`src/rtl/cp0_interrupt_unit_pkg.sv`:
```
// Shared constants and helpers for the CP0 interrupt unit: register numbers,
// Status/Cause bit positions and the default exception handler address.
package cp0_interrupt_unit_pkg;

  localparam int unsigned REGNUM_W   = 5;
  localparam int unsigned WORD_W     = 32;
  localparam int unsigned IM_W       = 8;
  localparam int unsigned MAX_EXT    = 5;

  localparam logic [REGNUM_W-1:0] CP0_STATUS = 5'd12;
  localparam logic [REGNUM_W-1:0] CP0_CAUSE  = 5'd13;
  localparam logic [REGNUM_W-1:0] CP0_EPC    = 5'd14;

  localparam int unsigned STATUS_IE    = 0;
  localparam int unsigned STATUS_EXL   = 1;
  localparam int unsigned IM_LSB       = 8;
  localparam int unsigned IM_MSB       = 15;
  localparam int unsigned EXT_IP_LSB   = 10;
  localparam int unsigned TIMER_IP_BIT = 15;

  localparam logic [WORD_W-1:0] DEFAULT_HANDLER_PC = 32'h8000_0180;

  // Architectural view of Status built from the three stored fields.
  function automatic logic [WORD_W-1:0] packStatus(input logic [IM_W-1:0] im,
                                                   input logic exl,
                                                   input logic ie);
    logic [WORD_W-1:0] s;
    s = '0;
    s[IM_MSB:IM_LSB] = im;
    s[STATUS_EXL]    = exl;
    s[STATUS_IE]     = ie;
    return s;
  endfunction

  // Cause only carries the pending-interrupt field; ExcCode stays zero.
  function automatic logic [WORD_W-1:0] packCause(input logic [IM_W-1:0] ip);
    logic [WORD_W-1:0] c;
    c = '0;
    c[IM_MSB:IM_LSB] = ip;
    return c;
  endfunction

endpackage

```
`src/rtl/cp0_interrupt_unit_register.sv`:
```
// Generic enabled register with asynchronous active-high reset to a
// parameterised value; the storage primitive used for all CP0 state.
module cp0_register #(
  parameter int unsigned           WIDTH       = 32,
  parameter logic [WIDTH-1:0]      RESET_VALUE = '0
) (
  input  logic             clock,
  input  logic             reset,
  input  logic             enable,
  input  logic [WIDTH-1:0] d,
  output logic [WIDTH-1:0] q
);

  always_ff @(posedge clock or posedge reset) begin
    if (reset) begin
      q <= RESET_VALUE;
    end else if (enable) begin
      q <= d;
    end
  end

endmodule

```
`src/rtl/cp0_interrupt_unit.sv`:
```
// Coprocessor-0 interrupt unit: Status/Cause/EPC, mfc0/mtc0/eret handling and
// the combinational decision to redirect the PC to the interrupt handler.
module cp0_interrupt_unit
  import cp0_interrupt_unit_pkg::*;
#(
  parameter int unsigned        NUM_EXT    = 5,
  parameter logic [WORD_W-1:0]  HANDLER_PC = DEFAULT_HANDLER_PC
) (
  input  logic                clock,
  input  logic                reset,
  input  logic [REGNUM_W-1:0] regnum,
  input  logic [WORD_W-1:0]   wr_data,
  input  logic                MTC0,
  input  logic                ERET,
  input  logic [WORD_W-1:0]   next_pc,
  input  logic                TimerInterrupt,
  input  logic [NUM_EXT-1:0]  ExtInterrupt,
  output logic [WORD_W-1:0]   rd_data,
  output logic [WORD_W-1:0]   EPC,
  output logic                TakenInterrupt,
  output logic [WORD_W-1:0]   handler_pc
);

  logic [MAX_EXT-1:0] extPadded;
  logic [IM_W-1:0]    pending;
  logic [IM_W-1:0]    imQ;
  logic               exlQ;
  logic               ieQ;
  logic               takenC;

  logic               writeStatus;
  logic               writeEpc;
  logic               epcEn;
  logic [WORD_W-1:0]  epcD;
  logic               imEn;
  logic [IM_W-1:0]    imD;
  logic               exlEn;
  logic               exlD;
  logic               ieEn;
  logic               ieD;

  assign handler_pc = HANDLER_PC;

  // Interrupt lines are live: IP7 is the timer, IP6..IP2 the external lines.
  assign extPadded = MAX_EXT'(ExtInterrupt);
  assign pending   = {TimerInterrupt, extPadded, 2'b00};

  // Reset gating makes the redirect drop the instant reset rises.
  assign takenC         = ~reset & ieQ & ~exlQ & (|(pending & imQ));
  assign TakenInterrupt = takenC;

  // A taken interrupt squashes the instruction, so its mtc0/eret are dropped.
  always_comb begin
    writeStatus = 1'b0;
    writeEpc    = 1'b0;
    epcEn       = 1'b0;
    epcD        = wr_data;
    imEn        = 1'b0;
    imD         = wr_data[IM_MSB:IM_LSB];
    ieEn        = 1'b0;
    ieD         = wr_data[STATUS_IE];
    exlEn       = 1'b0;
    exlD        = wr_data[STATUS_EXL];

    if (takenC) begin
      epcEn = 1'b1;
      epcD  = next_pc;
      exlEn = 1'b1;
      exlD  = 1'b1;
    end else begin
      writeStatus = MTC0 && (regnum == CP0_STATUS);
      writeEpc    = MTC0 && (regnum == CP0_EPC);
      epcEn       = writeEpc;
      imEn        = writeStatus;
      ieEn        = writeStatus;
      exlEn       = writeStatus;
      // eret wins over a simultaneous Status write for EXL only.
      if (ERET) begin
        exlEn = 1'b1;
        exlD  = 1'b0;
      end
    end
  end

  cp0_register #(.WIDTH(WORD_W), .RESET_VALUE('0)) uEpc (
    .clock  (clock),
    .reset  (reset),
    .enable (epcEn),
    .d      (epcD),
    .q      (EPC)
  );

  cp0_register #(.WIDTH(IM_W), .RESET_VALUE('0)) uIm (
    .clock  (clock),
    .reset  (reset),
    .enable (imEn),
    .d      (imD),
    .q      (imQ)
  );

  cp0_register #(.WIDTH(1), .RESET_VALUE(1'b0)) uExl (
    .clock  (clock),
    .reset  (reset),
    .enable (exlEn),
    .d      (exlD),
    .q      (exlQ)
  );

  cp0_register #(.WIDTH(1), .RESET_VALUE(1'b0)) uIe (
    .clock  (clock),
    .reset  (reset),
    .enable (ieEn),
    .d      (ieD),
    .q      (ieQ)
  );

  // mfc0 read mux; unmapped register numbers read as zero.
  always_comb begin
    rd_data = '0;
    unique case (regnum)
      CP0_STATUS: rd_data = packStatus(imQ, exlQ, ieQ);
      CP0_CAUSE:  rd_data = packCause(pending);
      CP0_EPC:    rd_data = EPC;
      default:    rd_data = '0;
    endcase
  end

endmodule
```
`config.mk`:
```
export PLATFORM = sky130hd
export DESIGN_NAME = cp0_interrupt_unit
export DESIGN_NICKNAME = d
export VERILOG_FILES = /design/src/rtl/cp0_interrupt_unit_pkg.sv /design/src/rtl/cp0_interrupt_unit_register.sv /design/src/rtl/cp0_interrupt_unit.sv
export SDC_FILE = /design/constraint.sdc
export NUM_CORES = 1
export LEC_CHECK = 0
export CAP_MARGIN = 30
export CELL_PAD_IN_SITES_DETAIL_PLACEMENT = 1
export CELL_PAD_IN_SITES_GLOBAL_PLACEMENT = 1
export CORE_AREA = 5 5 103 105
export CTS_CLUSTER_SIZE = 14
export DETAILED_ROUTE_END_ITERATION = 12
export DIE_AREA = 0 0 108 110
export PLACE_DENSITY = 0.95
export SLEW_MARGIN = 20
export SYNTH_ARGS = -nofsm -noshare
export SYNTH_HDL_FRONTEND = slang
export SYNTH_SLANG_ARGS = --single-unit
```
`constraint.sdc`:
```
create_clock -name clock -period 3.4 [get_ports clock]
set_clock_uncertainty 0.15 [all_clocks]
set_input_delay 0.85 -clock clock [delete_from_list [all_inputs] [get_ports clock]]
set_output_delay 0.85 -clock clock [all_outputs]
set_load 0.01 [all_outputs]
```
# Word-level counts from Yosys, hierarchy flattened
# Cells that the tools add are included.
# totals
regBits	42
in_bits	79
output_inout_bits	97
wordCells	24
# classes
n_eq_ne	3
n_mux	8
n_bitwise	6
n_reduce_logical	3
# op_table
cell	count
$pmux W32 S3	1
$mux W32	1
$eq A5 B4 Y1 const B	3
$and A8 B8 Y8	1
$reduce_or A8 Y1	1
$mux W1	6
$and A1 B1 Y1	3
$logic_and A1 B1 Y1	2
$not A1 Y1	2

# Depth between registers and ports, before layout
# Gate-level depths: netlist of run 1.
# logic_depth
depth_word	5
ltp_mapped	6
depth_no_buf	4

# Modules after synthesis
# Synthesis of run 1 repeated with hierarchy kept, for this count alone.
# unflattened
hier_cells	219
hier_area_um2	2837.7
# modules_own_cells
module	instances	cells_per_inst	area_each_um2	seq_area_each_um2
cp0_register at uEpc	1	69	1348.8	800.8
cp0_interrupt_unit	1	126	1066.0	0.0
cp0_register at uIm	1	18	335.3	200.2
cp0_register at uExl ...	2	3	43.8	25.0

# Worst setup path before layout of run 1
# No wires, ideal clock.
# synth_timing
path_kind	input to output
startpoint	in regnum[3]
endpoint	out rd_data[10]
arrival_time_ps	1799
required_time_ps	2400
slack_ps	601
cell_stages	5
n_path_buf	1
path_cell_list	and3b_1 > and2_1 > clkbuf_1 > a222oi_1 > inv_1
# synth_between
elab_chain_cells	2
word_cells_on_any_way	4
cone_classes	eq/ne (3); mux (1)
# synth_lines
element	line_no	text
start, declared	cp0_interrupt_unit.sv:11	input logic [REGNUM_W-1:0] regnum,
$eq A5 B4 Y1	cp0_interrupt_unit.sv:120	unique case (regnum)
$pmux W32 S3 *	cp0_interrupt_unit.sv:120	
end, declared	cp0_interrupt_unit.sv:18	output logic [WORD_W-1:0] rd_data,
# Mark *: on every way between the ends. The rest lies on a longest branch, timed or not.

# Worst setup path in the final report of run 1
# layout_timing
startpoint	in regnum[2]
endpoint	out rd_data[14]
# Same word-level chain as after synthesis.

==> results of run 1 <==
[placed cells by master, fill, tap and decap left out, drive strengths merged]
cell type and instances:
a22o 4, o21ai 32, inv 7, dfrtp 42
mux2 8, nand3b 1, buf 23, o21bai 1
clkdlybuf4s15 2, nor2 2, or3b 1, clkinv 1
a222oi 6, nand2 33, dlygate4sd2 30, conb 32
mux2i 33, clkbuf 10, nand3 2, and3b 2
a22oi 3, and4b 1, and4 1, and2 23
a31oi 1, clkdlybuf4s50 105
[sequential cells by signal (all words and copies together), names as in the netlist]
register / flops
uEpc.q: 32
uExl.q: 1
uIe.q: 1
uIm.q: 8
[synthesized netlist by cell type (2+ instances only)]
master,number,area share
o21ai_1,5,0.0099
clkbuf_2,2,0.0040
inv_1,7,0.010
clkbuf_1,5,0.0075
and3b_1,2,0.0070
dfrtp_1,42,0.42
a22o_1,4,0.014
and2_1,23,0.057
buf_6,5,0.022
a222oi_1,6,0.024
mux2_2,8,0.036
a22oi_1,3,0.0090
nand3_1,2,0.0040
nand2_1,33,0.049
buf_2,2,0.0040
mux2i_1,33,0.13
conb_1,2,0.0030
buf_4,35,0.10
o21ai_0,27,0.054
[logic make-up after synthesis]
| kind of cell | count (synthesis) | share of synthesized area |
|---|---|---|
| compound gates | 47 | 0.122 |
| simple gates | 66 | 0.137 |
| other cells | 2 | 0.00299 |
| mux | 41 | 0.167 |
| buf+inv | 56 | 0.153 |
| flops | 42 | 0.418 |
[metrics by stage]
stage	total power, mW	utilization
floorplan	1.32	-
global placement	1.84	0.416
detailed placement	1.89	0.416
CTS	2.23	0.431
global route	2.36	0.430
finish	2.19	0.430
[final timing paths]
path / startpoint / to / depth (start not counted)
worst max-delay path: regnum[2] / rd_data[14] / 7
worst min-delay path: uIm.q[1]$_DFFE_PP0P_ / uIm.q[1]$_DFFE_PP0P_ / 1
worst max register to register: uExl.q$_DFFE_PP0P_ / uIm.q[6]$_DFFE_PP0P_ / 5
worst min register to register: uIm.q[1]$_DFFE_PP0P_ / uIm.q[1]$_DFFE_PP0P_ / 1
max in group asynchronous: reset / uEpc.q[16]$_DFFE_PP0P_ / 3
min in group asynchronous: reset / uIm.q[2]$_DFFE_PP0P_ / 2
[layout make-up]
| type | instances | area (µm²) |
|---|---|---|
| clock buffer | 7 | 86.3 |
| clock inverter | 1 | 5.00 |
| fill | 1122 | 5440 |
| inverter | 7 | 26.3 |
| multi-input combinational | 186 | 1200 |
| sequential | 42 | 1050 |
| tap | 133 | 166 |
| timing repair buffer | 163 | 1570 |
[what timing repair did]
action,CTS,global route
endpoints found under the setup margin,33,5
setup buffers,4,1
pin swaps,4,5
cloned,3,0
resized for setup,63,7
[layer usage]
layer	up-vias	routed length [µm]	share of wire	global-route usage
met5	-	0	0	0
met4	0	204	0.022	0.0478
met3	14	499	0.053	0.0320
met2	91	5260	0.56	0.304
met1	1175	3490	0.37	0.172
li1	1107	-	-	-
[report_power, final]
| group | total [mW] | switching (mW) | internal, mW |
|---|---|---|---|
| registers | 0.882 | 0.174 | 0.708 |
| logic | 0.977 | 0.435 | 0.542 |
| clock network | 0.335 | 0.171 | 0.164 |
| total | 2.19 | 0.780 | 1.41 |
==> metrics, run 1 <==
crit share post-route 0.975; Pins Over Slew Limit 0; DRT Wirelength 9450 µm; layout cells sized above 1 0.121; clock root cell clkbuf_8; CP required 2400 ps; Async SR Flop Fraction 1.00; DP Cell Count 523; Distinct cells, synth 27; leakage power 1.85 nW; die area 11,900 µm²; max_cap viols 0; DR vias 2,387; Initial Util 0.263; cells along the critical path dlygate4sd2_1, and3b_1, buf_4, and2_4, a222oi_1, inv_1, dlygate4sd2_1; predominant post-synthesis flop cell dfrtp_1; relative slew slack 0.585; global route overflow 0; H-tree Lvls 2; Core Rows 36; Crit Path Class input port to primary output; Post-Layout Cell Count 539; Reg clk slew, reported paths 80 ps; placed cell area 3970 µm²; PortBufs 143; CP most frequent cell dlygate4sd2_1; WHS 373 ps; TritonCTS Buffers 5; PD cells 534 nW/µm²; Final Net Count 484; FF+latch count, synth 42; Hold-fix buffers, CTS 0; fmax 0.302 GHz; Die H 110 µm; yosys warns 0; Final Hold Viols 0; worst vdd ir 0.000194 V; GR Util All Layers 0.157; Final Worst Setup Slack 83.4 ps; Top-Level Pins 176; sequential share of the synthesized area 0.418; crit-path max cell delay 330 ps; CTS tree built; clk buf depth 2; CP bufs+invs 4; die width 108 µm; Final ANT Viol Nets 0; RSZ-0062 raised after global routing false; vias in the first global route 2,745; pre-CTS setup slack -386 ps; first-pass detailed-route iteration total 4; drt first-iter violations 67; initial antenna violation count 0; syn avg cell area 9.90 µm²; Top Family by Delay on Critical Path buffers and inverters; n_diodes 0; area grow syn2layout 63.4%; clk_lat worst skew 290 ps; vias per std cell 4.43; Critical Path Source Type input port; Finished Cell Area 4110 µm²; wire length per cell 17.5 µm; worst path arrival time 2320 ps; largest fanout on the critical path 8; routability cong. 0.741; Min-Delay Path Class register to register; drt drc 0; status complete, no violations; Worst path slowest cell a222oi_1; largest net degree at the start of global routing 68; Setup TNS 0 ps; Min Clock Period, post-route 3320 ps; DP HPWL 7320 µm; Post-synth EDFFs 0; Post-Syn Instances 254; Mapped Area 2510 µm²; Setup Viol. Count Final 0; Slew @ Worst Pin 623 ps; Crit. End Element primary output; r2r setup slk 1110 ps; CTS Sinks 42; first-pass GRT wire length 14,600 µm; Core Box Area 9550 µm²
Note: power is estimated with default switching activity, not from simulation.
==> inputs of run 2 (changes only) <==
CTS_CLUSTER_SIZE = 25   (was 14)
PLACE_DENSITY = unset   (was 0.95)
PLACE_DENSITY_LB_ADDON = 0.1   (was unset)
==> run 2 against run 1 <==
Sequential share of layout area hardly changed. Largest cell class unchanged. Largest power group unchanged. Global-route usage decreased by 1.4 points. Flip-flop and latch count did not move. Wire length shrank 8.4%. Cell area about the same. Via count shrank 2.4%. Highest routed layer unchanged. Final cell count is the same.
==> metrics, run 2 (synthesis results as in run 1) <==
status complete, no violations; largest fanout on the critical path 8; drt first-iter violations 82; Final ANT Viol Nets 0; met1 usage 0.175; relative slew slack 0.574; Worst R2R Start uExl.q$_DFFE_PP0P_; WHS 369 ps; GR Util All Layers 0.144; Final Net Count 484; die width 108 µm; Hold Path Depth 1; worst path arrival time 2300 ps; Filler cells 1,125; GR Layer Usage met2 0.241; CTS Sinks 42; r2r setup slk 1050 ps; fin util 0.430; drt drc 0; Pins Over Slew Limit 0; max reg flops 32; initial antenna violation count 0; vias per std cell 4.32; clk buf depth 2; reg2reg end uIm.q[6]$_DFFE_PP0P_; first-pass detailed-route iteration total 4; PortBufs 143; crit-path max cell delay 280 ps; placed cell area 3990 µm²; Min Clock Period, post-route 3300 ps; commonest non-fill, non-tap cell in the layout clkdlybuf4s50_1; fmax 0.303 GHz; Setup Viol. Count Final 0; area grow syn2layout 63.2%; global route overflow 0; clock root cell clkbuf_8; Final Power 2.17 mW; routability cong. 0.755; H-tree Lvls 2; Initial Util 0.263; n_diodes 0; Most flops, register uEpc.q; TritonCTS Buffers 5; RSZ-0062 raised after global routing false; Crit Path Class input port to primary output; Core Rows 36; DR vias 2,330; Crit. End Element primary output; max_cap viols 0; top flop regs uEpc.q (32), uIm.q (8); DP HPWL 6690 µm; die area 11,900 µm²; Core Box Area 9550 µm²; commonest non-fill, non-tap cells in the layout clkdlybuf4s50_1, dfrtp_1, mux2i_1, nand2_1, conb_1; worst vdd ir 0.000228 V; wire length per cell 16.1 µm; Slew @ Worst Pin 639 ps; DRT Wirelength 8660 µm; CTS tree built; leakage power 1.91 nW; Hold-fix buffers, CTS 0; clk_lat worst skew 290 ps; vias in the first global route 2,585; PD cells 529 nW/µm²; Critical Path Source Type input port; worst r2r path cells 5; Min-Delay Path Class register to register; Final Hold Viols 0; crit share post-route 0.971; GR peak layer met2; Worst Hold Path EP uIm.q[0]$_DFFE_PP0P_; Reg clk slew, reported paths 80 ps; Worst path slowest cell dlygate4sd2_1; Hold Startpoint uIm.q[0]$_DFFE_PP0P_; Die H 110 µm; GR Util met3 0.0565; largest net degree at the start of global routing 68; Top-Level Pins 176; cells along the critical path dlygate4sd2_1, and3b_2, and3b_2, buf_6, buf_4, and2_1, dlygate4sd2_1; layout cells sized above 1 0.121; CP required 2400 ps; Finished Cell Area 4110 µm²; first-pass GRT wire length 13,400 µm
[run 2: report_power, final]
part | switching [mW] | internal, mW
Sequential | 0.162 | 0.708
Combinational | 0.428 | 0.543
Clock | 0.167 | 0.164
Total | 0.757 | 1.42
[run 2: stage by stage]
stage | setup slack (ps) | std cells | setup TNS [ps]
floorplan | 601 | 284 | 0
global placement | -291 | 525 | -7780
detailed placement | -340 | 525 | -8630
CTS | -163 | 536 | -494
global route | 2.25 | 539 | 0
finish | 98.5 | 539 | 0
[run 2: final cells by class]
type	instances	area, µm²	share of cell area
Clock buffer	7	86.3	0.0210
Clock inverter	1	5.00	0.00122
Inverter	7	26.3	0.00640
Multi-Input combinational cell	186	1200	0.293
Sequential cell	42	1050	0.256
Tap cell	133	166	0.0405
Timing Repair Buffer	163	1570	0.382
[run 2: what timing repair did]
| item | in CTS | in global routing |
|---|---|---|
| buffers inserted | 2 | 3 |
| gates cloned | 1 | 0 |
| gates resized for setup | 55 | 10 |
| pin swaps | 6 | 5 |
| setup endpoints to repair | 33 | 19 |
[run 2: worst max path at each step]
stage / startpoint / to / slack [ps] / cells after the start
after floorplan: regnum[3] / rd_data[10] / 600 / 5
after global placement: regnum[3] / rd_data[0] / -290 / 6
after detailed placement: regnum[0] / rd_data[11] / -340 / 6
after CTS: regnum[4] / rd_data[1] / -160 / 6
after global routing: regnum[2] / rd_data[10] / 2 / 8
final: regnum[2] / rd_data[30] / 100 / 7
[run 2: layer usage]
layer,vias to the layer above,routed length [µm],part of all wire
met3,9,777,0.090
met4,0,123,0.014
met2,97,4200,0.48
li1,1104,-,-
met1,1120,3560,0.41
met5,-,0,0
[run 2: critical path: cells and delay by family]
kind / cells / cell delay [ps]
buffers and inverters: 4 / 800
and+or+nand+nor: 3 / 640
==> inputs of run 3 (changes only) <==
HOLD_SLACK_MARGIN = 0.06   (was unset)
==> results of run 3 <==
No change in the layout: final DEF, timing and power equal those of run 2.
